### src/rtl/top_b_to_bcd_pkg.sv
// Shared types and constants for the sequential binary-to-BCD converter.
package top_b_to_bcd_pkg;

  typedef enum logic [1:0] {IDLE, SHIFT, DONE} state_t;

  typedef logic [3:0] bcd_digit_t;

  localparam bcd_digit_t ADJ_THRESHOLD = 4'd5;
  localparam bcd_digit_t ADJ_VALUE     = 4'd3;

endpackage

### src/rtl/bcd_digit_adjust.sv
// Double-dabble digit correction: adds 3 to a BCD digit of 5 or more so the
// following left shift carries correctly into the next decimal digit.
module bcd_digit_adjust
  import top_b_to_bcd_pkg::*;
(
  input  bcd_digit_t digit,
  output bcd_digit_t adjusted
);

  assign adjusted = (digit >= ADJ_THRESHOLD) ? digit + ADJ_VALUE : digit;

endmodule

### src/rtl/top_b_to_bcd.sv
// Sequential binary-to-BCD (shift-and-add-3), one bit per clock, W+1 clocks from start to result.
// No backpressure: a load edge while busy is dropped. Macro OVERFLOW_FLAG_EN adds the overflow output.
module top_b_to_bcd
  import top_b_to_bcd_pkg::*;
#(
  parameter int binaryNumberWidth = 32,
  parameter int numberOfDigits    = 6
) (
  input  logic                                clk,
  input  logic                                rst,
  input  logic [binaryNumberWidth-1:0]        binaryNumber,
  input  logic                                load,
  output logic [numberOfDigits-1:0][3:0]      BinaryDecimal,
  output logic                                enaOut
`ifdef OVERFLOW_FLAG_EN
  ,
  output logic                                overflow
`endif
);

  localparam int W  = binaryNumberWidth;
  localparam int N  = numberOfDigits;
  localparam int CW = $clog2(W + 1);

  state_t               state;
  logic [W-1:0]         shift_reg;
  bcd_digit_t [N-1:0]   acc;
  bcd_digit_t [N-1:0]   adj;
  logic [CW-1:0]        bit_cnt;
  logic                 load_q;
  logic [4*N+W-1:0]     shifted;
`ifdef OVERFLOW_FLAG_EN
  logic                 ovf_sticky;
`endif

  for (genvar gi = 0; gi < N; gi++) begin : g_adj
    bcd_digit_adjust u_adj (
      .digit    (acc[gi]),
      .adjusted (adj[gi])
    );
  end

  // The MSB of the top digit falls off the end here: value is kept modulo 10^N.
  assign shifted = {adj, shift_reg} << 1;

  always_ff @(posedge clk or posedge rst) begin
    if (rst) begin
      state         <= IDLE;
      shift_reg     <= '0;
      acc           <= '0;
      bit_cnt       <= '0;
      load_q        <= 1'b0;
      BinaryDecimal <= '0;
      enaOut        <= 1'b0;
`ifdef OVERFLOW_FLAG_EN
      ovf_sticky    <= 1'b0;
      overflow      <= 1'b0;
`endif
    end else begin
      load_q <= load;
      enaOut <= 1'b0;
      case (state)
        IDLE: begin
          if (load && !load_q) begin
            shift_reg  <= binaryNumber;
            acc        <= '0;
            bit_cnt    <= CW'(W);
`ifdef OVERFLOW_FLAG_EN
            ovf_sticky <= 1'b0;
`endif
            state      <= SHIFT;
          end
        end
        SHIFT: begin
          {acc, shift_reg} <= shifted;
          bit_cnt          <= bit_cnt - CW'(1);
`ifdef OVERFLOW_FLAG_EN
          if (adj[N-1][3]) ovf_sticky <= 1'b1;
`endif
          if (bit_cnt == CW'(1)) state <= DONE;
        end
        DONE: begin
          BinaryDecimal <= acc;
          enaOut        <= 1'b1;
`ifdef OVERFLOW_FLAG_EN
          overflow      <= ovf_sticky;
`endif
          state         <= IDLE;
        end
        default: state <= IDLE;
      endcase
    end
  end

endmodule

### config.mk
export PLATFORM = sky130hd
export DESIGN_NAME = top_b_to_bcd
export DESIGN_NICKNAME = d
export VERILOG_FILES = /design/src/rtl/top_b_to_bcd_pkg.sv /design/src/rtl/bcd_digit_adjust.sv /design/src/rtl/top_b_to_bcd.sv
export SDC_FILE = /design/constraint.sdc
export NUM_CORES = 1
export LEC_CHECK = 0
export CAP_MARGIN = 15
export CORE_MARGIN = 5
export CORE_UTILIZATION = 50
export DETAILED_ROUTE_END_ITERATION = 16
export HOLD_SLACK_MARGIN = 0.15
export PLACE_DENSITY = 0.84
export SYNTH_ARGS = -nofsm -noshare
export SYNTH_HDL_FRONTEND = slang
export SYNTH_SLANG_ARGS = --single-unit
export TNS_END_PERCENT = 1
### constraint.sdc
create_clock -name clk -period 3.4 [get_ports clk]
set_clock_uncertainty 0.2 [all_clocks]
set_input_delay 0.68 -clock clk [delete_from_list [all_inputs] [get_ports clk]]
set_output_delay 0.68 -clock clk [all_outputs]
set_load 0.05 [all_outputs]
==> metrics.md <==
| Metric | Value |
|---|---|
| Area Growth Syn to Fin | 21.04% |
| Wire per inst | 14.87 um |
| Area share of the largest cell type after synthesis | 56.29% |
| Die area | 9891 um2 |
| Power Density | 906.1 nW/um2 |
| Clock latency on the worst-skew pair | 350 ps |
| Tmin final | 2575 ps |
| Unrepaired setup endpoints after global routing | no |
| Routability cong. | 0.7551 |
| Io pins | 60 |
| VDD IR max | 0.3503 mV |
| GRT Overall Usage | 17.90% |
| Mapped Nets | 434 |
| Hold buffers post-CTS | 0 |
| Clock transition at path regs | 90 ps |
| Status | completed |
| Post-DP Area | 4653 um2 |
| Drt pass-1 iters | 4 |
| Register bit total from synthesis | 90 |
| Layout cells sized above 1 | 9.751% |
| Register share of total power | 41.3% |
| GR Overflow Total | 0 |
| Period utilisation layout | 75.75% |
| CTS tree | built |
| Initial Utilization | 51.51% |
| Post-CTS Setup Bufs | 0 |
| WP data arrival | 2650 ps |
| Design area | 4843 um2 |
| Post-synth design cell area | 4001 um2 |
| Vias | 2971 |
| DR iter-0 viols | 225 |
| # resized after CTS | 0 |
| Final HPWL DP | 5.388 mm |
| Clock Sinks | 90 |
| Ys async rst share | 100.0% |
| Mean Syn Cell Area | 10.39 um2 |
| Vias per cell | 5.471 |
| Net Sw Power | 1.777 mW |
| IO buf count | 59 |
| Setup TNS | 0 ps |
| Filler cells | 613 |
| Clk buf depth | 2 |
| Max FFs per register | 32 |
| Startpoint types | input port |
| Initial antenna violation count | 0 |
| Net count, final | 485 |
| Switching Fraction | 40.48% |
| Crit path kind | in2reg |
| Leakage | 2.104 nW |
| Count leader, synth | dfrtp_1 |
| Synth cell types | 28 |
| Die width | 99.46 um |
| Crit path required time | 3480 ps |
| Synth warn | 0 |
| Area of the core | 7767 um2 |
| Least-Margin Pin Slew | 1073 ps |
| Largest cells by area after synthesis | dfrtp_1, nor2_1, mux2_2 |
| Cell-internal power | 2.612 mW |
| Post-synth EDFFs | 0 |
| # rows | 32 |
| Vias in the first global route | 3125 |
| FF+latch area | 2252 um2 |
| Final WL | 8.076 mm |
| CTS root buffer | clkbuf_8 |
| Rel. slew slack | 28.46% |
| Seq/Total Area, Yosys | 56.29% |
| Fmax | 388.3 MHz |
| Die Ht | 99.46 um |
| Total Power | 4.389 mW |
| Hold WC Path Type | reg2reg |
| Max Cap Viol | 0 |
| Global-route wire length before repair | 14.37 mm |
| Cts bufs inserted | 9 |
| Multi-input logic area | 1572 um2 |
| Cells after synthesis | 385 |
| Post-synth top area cell | dfrtp_1 |
| Antenna diode count | 0 |
| DRC | 0 |
| Clock Power Share | 15.5% |
| Setup-failing EPs final | 0 |
| Logic pwr share | 43.2% |
| Largest net degree at the start of global routing | 91 |
| Htree depth | 3 |
| Top_reg_cell synth | dfrtp_1 |
| Slew Viols, Final | 0 |
| CP Capture Type | flop |
| Most instantiated cells after synthesis | dfrtp_1, nor2_1, o21ai_0 |
| Remaining antenna violation count | 0 |
| Crit path max fanout | 21 |
| Final number of hold-violating endpoints | 0 |
[cell type report]
class                           count  area share (%)
Sequential cell                    90           46.50
Multi-Input combinational cell    255           32.45
Timing Repair Buffer               64           13.23
Clock buffer                       12           3.410
Tap cell                          102           2.635
Inverter                           16           1.266
Clock inverter                      4          0.5167
[worst paths after layout]
kind                       cells past startpoint              from  slack, ps          endpoint
setup / recovery                               6              load        820     shift_reg[17]
hold / removal                                 2  BinaryDecimal[5]        280  BinaryDecimal[5]
setup reg to reg                               5          state[1]       1030     shift_reg[11]
hold reg to reg                                2  BinaryDecimal[5]        280  BinaryDecimal[5]
max in group asynchronous                      3               rst       2110           acc[16]
min in group asynchronous                      3               rst        560     shift_reg[25]
[layer usage]
| layer | global-route usage [%] | up-vias | part of all wire [%] |
|---|---|---|---|
| met5 | 0 | - | 0 |
| met4 | 6.723 | 0 | 1.5 |
| met3 | 4.067 | 11 | 4.2 |
| met2 | 28.82 | 55 | 49 |
| met1 | 23.73 | 1472 | 45 |
| li1 | - | 1433 | - |
[cell families (layout without fill, tap and decap cells)]
group | Yosys count | count (layout) | share of synthesized area, %
AOI/OAI and AO/OA | 90 | 90 | 13.85
xor gates and xnor gates | 13 | 13 | 2.846
adders and majority gates | 14 | 14 | 4.378
buffers and inverters | 40 | 96 | 4.503
DFF | 90 | 90 | 56.29
muxes | 18 | 18 | 5.066
and+or+nand+nor | 120 | 120 | 13.07
[through the flow]
step                      utilization (%)  std cells  hold slack (ps)  setup slack (ps)
final                               62.36        543            284.8             824.7
after global routing                62.36        543            310.0             703.4
after CTS                           62.36        543            290.3             848.1
after detailed placement            59.91        527            270.8             489.5
after global placement              59.91        527            262.0             550.0
after floorplan                         -        385            249.2             184.7
[power groups by stage]
| stage | logic, mW | clock network, mW | registers (mW) |
|---|---|---|---|
| final | 1.89 | 0.682 | 1.81 |
| after global routing | 2.13 | 0.741 | 1.87 |
| after CTS | 1.90 | 0.701 | 1.81 |
| after detailed placement | 1.89 | 0 | 1.83 |
| after global placement | 1.79 | 0 | 1.80 |
| after floorplan | 1.24 | 0 | 2.00 |
[cells in the final DEF (no fill, tap or decap), types with 2 or more instances in the layout]
master | synthesis | final
a21oi_1 | 6 | 6
a32o_1 | 6 | 6
buf_4 | 0 | 4
clkbuf_8 | 0 | 12
clkdlybuf4s50_1 | 0 | 59
clkinv_2 | 0 | 3
clkinvlp_4 | 0 | 2
dfrtp_1 | 90 | 90
ha_1 | 14 | 14
inv_1 | 16 | 15
mux2_2 | 18 | 18
nand2_1 | 18 | 18
nand2b_1 | 8 | 7
nand3_1 | 21 | 21
nor2_1 | 65 | 65
o21ai_0 | 33 | 33
o22ai_1 | 31 | 31
o31ai_1 | 13 | 13
xnor2_1 | 7 | 7
xor2_1 | 6 | 6
[worst max-delay path, cell delays in order]
cell	delay, ps
clkdlybuf4s50_1	490
or4b_2	620
nand2_2	370
buf_4	310
nor2_1	70
nor2_1	100
Power figures use the tool's default switching activity.
